<file path="src/rtl/pipe_ctrl.sv">
// pipe_ctrl: turns execute-stage jump/hold into PC redirect, stall and flush controls,
// arbitrating freeze with an external bus hold. Define PIPE_CTRL_WDT_EN for the watchdog.
module pipe_ctrl #(
    parameter int unsigned FLUSH_CYCLES = 1,
    parameter int unsigned HOLD_TIMEOUT = 64,
    parameter int unsigned CNT_W        = 8
) (
    input  logic        clk,
    input  logic        rst_n,
    input  logic        jump_en_i,
    input  logic [31:0] jump_addr_i,
    input  logic        ex_hold_i,
    input  logic        bus_hold_req_i,
    output logic        bus_hold_gnt_o,
    output logic        jump_en_o,
    output logic [31:0] jump_addr_o,
    output logic        hold_pc_o,
    output logic        hold_if_id_o,
    output logic        hold_id_ex_o,
    output logic        flush_if_id_o,
    output logic        flush_id_ex_o,
    output logic        timeout_o,
    output logic        busy_o
);

    localparam logic [CNT_W-1:0] FLUSH_RELOAD = CNT_W'(FLUSH_CYCLES - 1);
    localparam logic [CNT_W-1:0] CNT_ONE      = CNT_W'(1);
    localparam bit               MULTI_FLUSH  = (FLUSH_CYCLES > 1);

    if (FLUSH_CYCLES < 1 || FLUSH_CYCLES > 4 || HOLD_TIMEOUT < 2 || HOLD_TIMEOUT > 255) begin : g_param_check
        $error("pipe_ctrl: FLUSH_CYCLES or HOLD_TIMEOUT out of range");
    end

`ifdef PIPE_CTRL_WDT_EN
    typedef enum logic [1:0] {RUN, FLUSH, BUSHOLD, LOCKOUT} state_t;
    localparam logic [CNT_W-1:0] HT_LAST = CNT_W'(HOLD_TIMEOUT - 1);
    logic [CNT_W-1:0] wdt_cnt;
    logic [CNT_W-1:0] lock_cnt_nxt;
    logic             timeout_q;
`else
    typedef enum logic [1:0] {RUN, FLUSH, BUSHOLD} state_t;
`endif

    state_t           state;
    logic             pend_vld;
    logic [31:0]      pend_addr;
    logic [CNT_W-1:0] flush_cnt;

    logic             frozen;
    logic             issue;
    logic [31:0]      issue_addr;
    logic             flush_act;
    logic             hold_act;

    // A fresh jump always beats a buffered one; a buffered jump replays as soon as the freeze lifts.
    always_comb begin
        frozen     = (state == BUSHOLD) && bus_hold_req_i;
        issue      = !frozen && (jump_en_i || pend_vld);
        issue_addr = jump_en_i ? jump_addr_i : pend_addr;
        flush_act  = issue || (state == FLUSH);
`ifdef PIPE_CTRL_WDT_EN
        if (state == LOCKOUT && flush_cnt != '0)
            flush_act = 1'b1;
        lock_cnt_nxt = '0;
        if (issue)
            lock_cnt_nxt = FLUSH_RELOAD;
        else if (flush_cnt != '0)
            lock_cnt_nxt = flush_cnt - CNT_ONE;
`endif
        hold_act   = frozen || (ex_hold_i && !issue);
    end

    assign bus_hold_gnt_o = frozen;
    assign jump_en_o      = issue;
    assign jump_addr_o    = issue ? issue_addr : 32'h0;
    assign hold_pc_o      = hold_act;
    assign hold_if_id_o   = hold_act;
    assign hold_id_ex_o   = hold_act;
    assign flush_if_id_o  = flush_act;
    assign flush_id_ex_o  = flush_act;
    assign busy_o         = (state != RUN) || pend_vld;
`ifdef PIPE_CTRL_WDT_EN
    assign timeout_o      = timeout_q;
`else
    assign timeout_o      = 1'b0;
`endif

    always_ff @(posedge clk or negedge rst_n) begin
        if (!rst_n) begin
            state     <= RUN;
            pend_vld  <= 1'b0;
            pend_addr <= '0;
            flush_cnt <= '0;
`ifdef PIPE_CTRL_WDT_EN
            wdt_cnt   <= '0;
            timeout_q <= 1'b0;
`endif
        end else begin
            if (issue)
                pend_vld <= 1'b0;
`ifdef PIPE_CTRL_WDT_EN
            timeout_q <= 1'b0;
            if (state != BUSHOLD)
                wdt_cnt <= '0;
`endif
            case (state)
                RUN: begin
                    if (issue && MULTI_FLUSH) begin
                        state     <= FLUSH;
                        flush_cnt <= FLUSH_RELOAD;
                    end else if (bus_hold_req_i) begin
                        state <= BUSHOLD;
                    end
                end
                // flush_cnt counts remaining flush cycles including the current one
                FLUSH: begin
                    if (issue) begin
                        flush_cnt <= FLUSH_RELOAD;
                    end else if (flush_cnt == CNT_ONE) begin
                        flush_cnt <= '0;
                        state     <= bus_hold_req_i ? BUSHOLD : RUN;
                    end else begin
                        flush_cnt <= flush_cnt - CNT_ONE;
                    end
                end
                BUSHOLD: begin
                    if (!bus_hold_req_i) begin
                        if (issue && MULTI_FLUSH) begin
                            state     <= FLUSH;
                            flush_cnt <= FLUSH_RELOAD;
                        end else begin
                            state <= RUN;
                        end
                    end else begin
                        if (jump_en_i) begin
                            pend_vld  <= 1'b1;
                            pend_addr <= jump_addr_i;
                        end
`ifdef PIPE_CTRL_WDT_EN
                        if (wdt_cnt == HT_LAST) begin
                            state     <= LOCKOUT;
                            timeout_q <= 1'b1;
                        end else begin
                            wdt_cnt <= wdt_cnt + CNT_ONE;
                        end
`endif
                    end
                end
`ifdef PIPE_CTRL_WDT_EN
                // Bus request must be seen low once before it can be granted again.
                LOCKOUT: begin
                    flush_cnt <= lock_cnt_nxt;
                    if (!bus_hold_req_i)
                        state <= (lock_cnt_nxt != '0) ? FLUSH : RUN;
                end
`endif
                default: state <= RUN;
            endcase
        end
    end

endmodule

</file>
<file path="config.mk">
export PLATFORM = sky130hd
export DESIGN_NAME = pipe_ctrl
export DESIGN_NICKNAME = d
export VERILOG_FILES = /design/src/rtl/pipe_ctrl.sv
export SDC_FILE = /design/constraint.sdc
export NUM_CORES = 1
export LEC_CHECK = 0
export CORE_MARGIN = 2
export CORE_UTILIZATION = 40
export DETAILED_ROUTE_END_ITERATION = 8
export HOLD_SLACK_MARGIN = 0.1
export PLACE_DENSITY_LB_ADDON = 0.3
export SLEW_MARGIN = 20
export SYNTH_ARGS = -nofsm -noshare
export SYNTH_HDL_FRONTEND = slang
export SYNTH_SLANG_ARGS = --single-unit
</file>
<file path="constraint.sdc">
create_clock -name clk -period 1.8 [get_ports clk]
set_input_delay 0.18 -clock clk [delete_from_list [all_inputs] [get_ports clk]]
set_output_delay 0.18 -clock clk [all_outputs]
set_load 0.01 [all_outputs]
</file>
==> impl_metrics.prom, run 1 <==
# TYPE chip_impl_metric gauge
chip_impl_metric{name="layout.area.seq",unit="um2"} 850.8
chip_impl_info{name="cts.root.buffer_cell",value="sky130_fd_sc_hd__clkbuf_8"} 1
chip_impl_info{name="ys_dominant_reg_cell",value="sky130_fd_sc_hd__dfrtp_1"} 1
chip_impl_metric{name="synthesis.area",unit="um2"} 2021
chip_impl_metric{name="synthesis.area_per_instance",unit="um2"} 11.10
chip_impl_metric{name="timing.final.ws_setup",unit="ns"} -0.02754
chip_impl_metric{name="power.leakage",unit="nW"} 1.420
chip_impl_metric{name="finish.utilization",unit="%"} 62.01
chip_impl_info{name="criticalPathCategory",value="reg2out"} 1
chip_impl_metric{name="grt.overflow.total",unit=""} 0
chip_impl_metric{name="drcViolationCount",unit=""} 0
chip_impl_metric{name="worst_clock_skew",unit="ns"} 0.006252
chip_impl_info{name="setup_repair_after_global_routing_missed_its_margin",value="yes"} 1
chip_impl_metric{name="clock.fmax",unit="GHz"} 0.5472
chip_impl_metric{name="synth_simple_gate_area_share",unit="%"} 15.79
chip_impl_metric{name="power_per_cell_area",unit="nW/um2"} 1317
chip_impl_info{name="min_path_type",value="in2async"} 1
chip_impl_metric{name="grt_use_total",unit="%"} 18.63
chip_impl_info{name="synthTopCellsByArea",value="sky130_fd_sc_hd__dfrtp_1, sky130_fd_sc_hd__mux2_4, sky130_fd_sc_hd__nand3b_1"} 1
chip_impl_metric{name="finalHoldViolCount",unit=""} 0
chip_impl_metric{name="drv_cap",unit=""} 0
chip_impl_metric{name="path_max_fanout",unit=""} 7
chip_impl_metric{name="final_layout_size_suffix_gt1_share",unit="%"} 38.20
chip_impl_info{name="synth_top_family_by_area",value="multiplexers"} 1
chip_impl_metric{name="post-route-period-util",unit="%"} 101.5
chip_impl_metric{name="finalSetupViolCount",unit=""} 2
chip_impl_metric{name="max-slew-margin-rel",unit="%"} 50.99
chip_impl_metric{name="synth_mux_area_share",unit="%"} 23.41
chip_impl_metric{name="first_iter_violations",unit=""} 105
chip_impl_metric{name="post-route-min-period",unit="ns"} 1.828
chip_impl_metric{name="io_pins",unit=""} 78
chip_impl_metric{name="clock_tree_sinks",unit=""} 34
chip_impl_metric{name="cts-buffers-inserted",unit=""} 5
chip_impl_metric{name="htreeDepth",unit=""} 2
chip_impl_metric{name="grt_antenna_before_repair",unit=""} 0
chip_impl_metric{name="grt_start_max_net_pins",unit=""} 48
chip_impl_metric{name="design.die.area",unit="um2"} 5636
chip_impl_metric{name="synth_nets",unit=""} 220
chip_impl_metric{name="final-max-slew-violation-count",unit=""} 0
chip_impl_metric{name="report.power.total",unit="mW"} 3.907
chip_impl_metric{name="layout-area-overhead-vs-synth",unit="%"} 46.87
chip_impl_metric{name="floorplan.rows",unit=""} 25
chip_impl_metric{name="multi_input_area",unit="um2"} 1044
chip_impl_metric{name="grt_first_pass_wirelength",unit="mm"} 7.859
chip_impl_metric{name="filler_cell_count",unit=""} 406
chip_impl_metric{name="insertedDiodeCount",unit=""} 0
chip_impl_metric{name="first_global_vias",unit=""} 1654
chip_impl_metric{name="clk_pin_slew",unit="ns"} 0.07
chip_impl_metric{name="compound_cell_area_share_of_the_yosys_netlist",unit="%"} 10.53
chip_impl_metric{name="synth_top_cell_area_share",unit="%"} 42.11
chip_impl_info{name="cts_tree",value="yes"} 1
chip_impl_metric{name="synth_enable_flop_cells",unit=""} 0
chip_impl_metric{name="tightestPinTransition",unit="ns"} 0.7352
chip_impl_metric{name="gp_routability_congestion",unit=""} 0.7123
chip_impl_metric{name="clock_insertion_delay_at_the_later_pin_of_the_skew_report",unit="ns"} 0.28
chip_impl_metric{name="floorplan.core_area",unit="um2"} 4786
chip_impl_metric{name="synth-seq-cells",unit=""} 34
chip_impl_metric{name="synthAdderAreaFrac",unit="%"} 0.6192
chip_impl_metric{name="routed_via_density",unit=""} 4.952
chip_impl_metric{name="routed-via-count",unit=""} 1654
chip_impl_metric{name="routedWlPerCell",unit="um"} 14.87
chip_impl_metric{name="initial_core_util",unit="%"} 42.22
chip_impl_info{name="outcome",value="finished, violations left"} 1
chip_impl_info{name="critical_path.endpoint_type",value="output pin"} 1
chip_impl_info{name="failed_checks",value="setup timing"} 1
chip_impl_metric{name="yosysWarningCount",unit=""} 0
chip_impl_metric{name="required_time_worst_endpoint",unit="ns"} 1.62
chip_impl_metric{name="num-nets-final",unit=""} 304
chip_impl_metric{name="drt_first_pass_iters",unit=""} 4
chip_impl_metric{name="finish.instance_area",unit="um2"} 2968
chip_impl_metric{name="detail_route.wirelength",unit="mm"} 4.966
chip_impl_metric{name="die_width",unit="um"} 75.08
chip_impl_metric{name="ir_worst_vdd",unit="V"} 0.0007790
chip_impl_info{name="startpoint_type",value="register"} 1
chip_impl_metric{name="cts-root-to-sink-buffers",unit=""} 2
chip_impl_metric{name="port_buffers",unit=""} 76
chip_impl_metric{name="synthArstFlopShare",unit="%"} 100.0
chip_impl_metric{name="arr_time_crit_path",unit="ns"} 1.65
chip_impl_metric{name="syn_inst",unit=""} 182
chip_impl_info{name="synthDominantAreaCellType",value="sky130_fd_sc_hd__dfrtp_1"} 1
chip_impl_metric{name="yosys.area_share.xor_xnor",unit="%"} 0.4334
chip_impl_metric{name="place_hpwl",unit="mm"} 3.326
chip_impl_metric{name="chipHeight",unit="um"} 75.08
chip_impl_metric{name="yosysUniqueCellTypes",unit=""} 20
chip_impl_metric{name="synth-seq-area-share",unit="%"} 42.11
chip_impl_metric{name="detailed_place.area",unit="um2"} 2927
chip_impl_metric{name="antenna_left",unit=""} 0
==> worst max-delay path: stages, from the launching register on <==
cell and delay [ns]:
sky130_fd_sc_hd__dfrtp_1 0.39, sky130_fd_sc_hd__ha_2 0.21, sky130_fd_sc_hd__buf_4 0.13, sky130_fd_sc_hd__nor2b_1 0.11
sky130_fd_sc_hd__buf_4 0.17, sky130_fd_sc_hd__buf_6 0.10, sky130_fd_sc_hd__a32o_1 0.12, sky130_fd_sc_hd__buf_2 0.13
==> routing by layer <==
layer | GRT usage [%] | wire [um]
met5 | 0 | 0
met4 | 7.143 | 19
met3 | 4.284 | 264
met2 | 30.60 | 2443
met1 | 23.92 | 2239
==> flip-flops by register name, summed over array words and instances (netlist names) <==
signal     count
state          1
pend_vld       1
pend_addr     32
==> cells in the final DEF (no fill, tap or decap), drive strengths merged, types with 2 or more instances in the layout <==
master / Yosys / routed
clkdlybuf4s50: 0 / 36
dfrtp: 34 / 34
mux2: 32 / 32
buf: 16 / 31
clkbuf: 6 / 28
nand2: 26 / 26
nand3b: 25 / 25
a21oi: 25 / 25
a32o: 8 / 8
dlygate4sd2: 0 / 8
nor2: 2 / 2
bufinv: 0 / 2
nor2b: 2 / 2
==> where the power goes <==
part           internal, mW  switching [mW]  total, mW  leakage [nW]
Clock                 0.555           0.294      0.849        0.0683
Sequential             1.15           0.221       1.37         0.404
Combinational          1.03           0.656       1.69         0.948
==> metrics by stage <==
step	hold WS, ns	cells	setup slack, ns	setup TNS (ns)
2_1_floorplan	-0.1156	182	0.1626	0
3_3_place_gp	0.2993	320	-0.3053	-11.36
3_5_place_dp	0.3038	320	-0.3675	-13.47
4_1_cts	0.5149	333	-0.01975	-0.02436
5_1_grt	0.5197	334	-0.08133	-0.1589
6_report	0.4902	334	-0.02754	-0.05321
==> synthesized netlist by cell type (2+ instances only) <==
master	n
sky130_fd_sc_hd__a21oi_1	25
sky130_fd_sc_hd__a32o_1	8
sky130_fd_sc_hd__buf_2	7
sky130_fd_sc_hd__buf_4	6
sky130_fd_sc_hd__buf_6	3
sky130_fd_sc_hd__clkbuf_1	6
sky130_fd_sc_hd__dfrtp_1	34
sky130_fd_sc_hd__mux2_2	2
sky130_fd_sc_hd__mux2_4	30
sky130_fd_sc_hd__nand2_1	25
sky130_fd_sc_hd__nand3b_1	25
sky130_fd_sc_hd__nor2_1	2
sky130_fd_sc_hd__nor2b_1	2
==> path summary, 6_finish.rpt <==
kind / slack (ns) / end / start / depth (start not counted)
max: -0.03 / jump_addr_o[29] / state[1] / 7
min: 0.49 / pend_addr[8] / rst_n / 2
max reg2reg: 0.13 / pend_addr[26] / state[1] / 6
min reg2reg: 0.51 / pend_addr[17] / pend_addr[17] / 1
max in group asynchronous: 0.84 / pend_addr[14] / rst_n / 2
min in group clk: 0.51 / pend_addr[17] / pend_addr[17] / 1
==> cell families (layout without fill, tap and decap cells) <==
logic type	Yosys count	after routing
simple gates	56	56
compound gates	34	34
flops	34	34
mux	32	32
buf+inv	23	108
fa+ha+maj	1	1
other cells	1	1
xor+xnor	1	1
==> layout make-up <==
cell class | instances | area share [%]
clock buffer | 5 | 2.319
timing repair buffer | 99 | 28.46
multi-input combinational | 125 | 35.16
tap | 67 | 2.825
inverter | 1 | 0.2530
clock inverter | 3 | 2.319
sequential | 34 | 28.67
==> repair_timing <==
| item | 4_1_cts | 5_1_grt |
|---|---|---|
| hold buffers | 1 | 0 |
| gates resized for setup | 70 | 46 |
| setup buffers | 4 | 1 |
| pin swaps | 2 | 1 |
| endpoints found under the hold margin | 34 | 0 |
| endpoints found under the setup margin | 39 | 27 |
| cloned | 0 | 0 |
Power figures use the tool's default switching activity.
==> inputs of run 2 (changes only) <==
==> constraint.sdc (replaced) <==
create_clock -name clk -period 1.7 [get_ports clk]
set_input_delay 0.17 -clock clk [delete_from_list [all_inputs] [get_ports clk]]
set_output_delay 0.17 -clock clk [all_outputs]
set_load 0.01 [all_outputs]
==> run 2 against run 1 <==
Net effect: the flow now finishes without violations; clock skew decreased by 0.0023 ns; clock-buffer cell count is 2 higher; total power is 3.9% lower; global-route usage decreased by 0.21 points; clock power down 35%; setup slack better by 0.10 ns; critical endpoint is now flush_if_id_o; largest power group unchanged; highest routed layer unchanged.
==> impl_metrics.prom, run 2 (synthesis gave the netlist of run 1 again) <==
# TYPE chip_impl_metric gauge
chip_impl_metric{name="power_per_cell_area",unit="nW/um2"} 1300
chip_impl_metric{name="routedWlPerCell",unit="um"} 14.88
chip_impl_metric{name="post_layout_nonfiller_instances",unit=""} 331
chip_impl_metric{name="worst_clock_skew",unit="ns"} 0.003997
chip_impl_info{name="highest_count_cells_in_the_layout_ignoring_fill_and_taps",value="sky130_fd_sc_hd__dfrtp_1, sky130_fd_sc_hd__clkdlybuf4s50_1, sky130_fd_sc_hd__mux2_4, sky130_fd_sc_hd__buf_2"} 1
chip_impl_info{name="timing.hold.worst.start",value="bus_hold_req_i"} 1
chip_impl_metric{name="required_time_worst_endpoint",unit="ns"} 1.53
chip_impl_metric{name="largest_incremental_delay_on_the_critical_path",unit="ns"} 0.39
chip_impl_metric{name="reg2reg_slack",unit="ns"} 0.10
chip_impl_metric{name="first_global_vias",unit=""} 1635
chip_impl_metric{name="clock.fmax",unit="GHz"} 0.6145
chip_impl_metric{name="first_iter_violations",unit=""} 70
chip_impl_info{name="layout_commonest_cell",value="sky130_fd_sc_hd__dfrtp_1"} 1
chip_impl_metric{name="chipHeight",unit="um"} 75.08
chip_impl_metric{name="antenna_left",unit=""} 0
chip_impl_metric{name="clock_insertion_delay_at_the_later_pin_of_the_skew_report",unit="ns"} 0.28
chip_impl_metric{name="arr_time_crit_path",unit="ns"} 1.46
chip_impl_metric{name="io_pins",unit=""} 78
chip_impl_metric{name="worstHoldPathCells",unit=""} 2
chip_impl_metric{name="layout-area-overhead-vs-synth",unit="%"} 42.97
chip_impl_metric{name="place_hpwl",unit="mm"} 3.396
chip_impl_info{name="cts_tree",value="yes"} 1
chip_impl_metric{name="finalSetupViolCount",unit=""} 0
chip_impl_metric{name="power.leakage",unit="nW"} 1.406
chip_impl_metric{name="final_layout_size_suffix_gt1_share",unit="%"} 39.77
chip_impl_metric{name="number_of_flip_flops_in_the_largest_register",unit=""} 32
chip_impl_info{name="registers.top_by_ff_count",value="pend_addr"} 1
chip_impl_metric{name="timing.reg2reg.worst_path_depth",unit=""} 6
chip_impl_info{name="setup_repair_after_global_routing_missed_its_margin",value="no"} 1
chip_impl_metric{name="finalHoldViolCount",unit=""} 0
chip_impl_metric{name="die_width",unit="um"} 75.08
chip_impl_metric{name="gp_routability_congestion",unit=""} 0.7262
chip_impl_metric{name="grt_use_total",unit="%"} 18.42
chip_impl_metric{name="drt_first_pass_iters",unit=""} 4
chip_impl_info{name="critical_path.endpoint_type",value="output pin"} 1
chip_impl_metric{name="drcViolationCount",unit=""} 0
chip_impl_metric{name="post-route-period-util",unit="%"} 95.72
chip_impl_metric{name="insertedDiodeCount",unit=""} 0
chip_impl_metric{name="dp.cells",unit=""} 322
chip_impl_info{name="holdPathEnd",value="pend_vld"} 1
chip_impl_metric{name="cts-buffers-inserted",unit=""} 5
chip_impl_info{name="cts.root.buffer_cell",value="sky130_fd_sc_hd__clkbuf_8"} 1
chip_impl_info{name="r2r-end",value="pend_addr[5]"} 1
chip_impl_metric{name="grt_antenna_before_repair",unit=""} 0
chip_impl_info{name="cell_chain_critical_path",value="ha_2, buf_6, nor2_2, clkdlybuf4s15_1"} 1
chip_impl_metric{name="dpl_worst_slack",unit="ns"} -0.3853
chip_impl_metric{name="grt.overflow.total",unit=""} 0
chip_impl_metric{name="cts-root-to-sink-buffers",unit=""} 2
chip_impl_metric{name="detail_route.wirelength",unit="mm"} 4.926
chip_impl_metric{name="drv_cap",unit=""} 0
chip_impl_info{name="criticalPathCategory",value="reg2out"} 1
chip_impl_metric{name="grt_start_max_net_pins",unit=""} 35
chip_impl_metric{name="design.die.area",unit="um2"} 5636
chip_impl_metric{name="final-max-slew-violation-count",unit=""} 0
chip_impl_metric{name="routed-via-count",unit=""} 1663
chip_impl_metric{name="timing.final.ws_setup",unit="ns"} 0.07278
chip_impl_metric{name="clk_pin_slew",unit="ns"} 0.07
chip_impl_metric{name="routed_via_density",unit=""} 5.024
chip_impl_metric{name="grt_first_pass_wirelength",unit="mm"} 7.741
chip_impl_metric{name="path_max_fanout",unit=""} 8
chip_impl_metric{name="clock_tree_sinks",unit=""} 34
chip_impl_info{name="critical_path.slowest_cell",value="sky130_fd_sc_hd__dfrtp_1"} 1
chip_impl_info{name="layout_top_registers",value="pend_addr (32), pend_vld (1), state (1)"} 1
chip_impl_metric{name="initial_core_util",unit="%"} 42.22
chip_impl_metric{name="htreeDepth",unit=""} 2
chip_impl_metric{name="port_buffers",unit=""} 76
chip_impl_info{name="outcome",value="finished, final reports clean"} 1
chip_impl_metric{name="floorplan.rows",unit=""} 25
chip_impl_info{name="min_path_type",value="in2reg"} 1
chip_impl_metric{name="hold-worst-slack",unit="ns"} 0.2227
chip_impl_info{name="worstReg2RegStart",value="state[1]"} 1
chip_impl_info{name="startpoint_type",value="register"} 1
chip_impl_metric{name="post-route-min-period",unit="ns"} 1.627
chip_impl_metric{name="ir_worst_vdd",unit="V"} 0.0005751
chip_impl_metric{name="floorplan.core_area",unit="um2"} 4786
chip_impl_metric{name="num-nets-final",unit=""} 302
-- run 2: how the worst max path moves through the flow --
stage / start / to / slack [ns] / depth (start not counted)
2_1_floorplan: state[1] / flush_if_id_o / 0.07 / 5
3_3_place_gp: bus_hold_req_i / jump_addr_o[7] / -0.36 / 6
3_5_place_dp: jump_en_i / jump_addr_o[28] / -0.39 / 4
4_1_cts: state[1] / jump_addr_o[24] / 0.001 / 5
5_1_grt: pend_vld / hold_pc_o / 0.02 / 4
6_report: state[1] / flush_if_id_o / 0.07 / 4
-- run 2: critical path: cells and delay by family (launching register included) --
family	cells	cell delay [ns]
adder cells (fa/ha/maj)	1	0.20
buffers and inverters	2	0.40
flip-flops	1	0.39
AND/OR/NAND/NOR	1	0.18
-- run 2: final cells by class --
| type | instances | area [um2] |
|---|---|---|
| clock buffer | 7 | 76.32 |
| fill | 428 | 1897 |
| inverter | 1 | 6.256 |
| multi-input combinational | 125 | 1061 |
| sequential | 34 | 850.8 |
| tap | 67 | 83.83 |
| timing repair buffer | 97 | 810.8 |
-- run 2: metal layers --
metal  GRT usage [%]  share of wire, %
met1           23.69                45
met5               0                 0
met4           4.563              0.87
met2           30.21                49
met3           5.890               5.5
-- run 2: timing repair --
action,CTS,global route
hold buffers,1,0
cloned,0,0
buffers inserted,0,1
pin swaps,1,1
endpoints found under the hold margin,34,0
setup endpoints to repair,39,30
gates resized for setup,127,26
-- run 2: per-stage QoR --
step	setup TNS [ns]	area, um2	total power [mW]	util, %
detailed placement	-18.22	2917	3.303	60.94
global route	0	2889	3.990	60.37
finish	0	2889	3.756	60.37
floorplan	0	2021	2.550	-
CTS	0	2893	3.750	60.44
global placement	-16.46	2917	3.255	60.94
-- run 2: power by group --
group	switching (mW)	internal (mW)	leakage (nW)
sequential	0.238	1.22	0.404
combinational	0.683	1.06	0.964
clock	0.274	0.282	0.0383
total	1.19	2.56	1.41
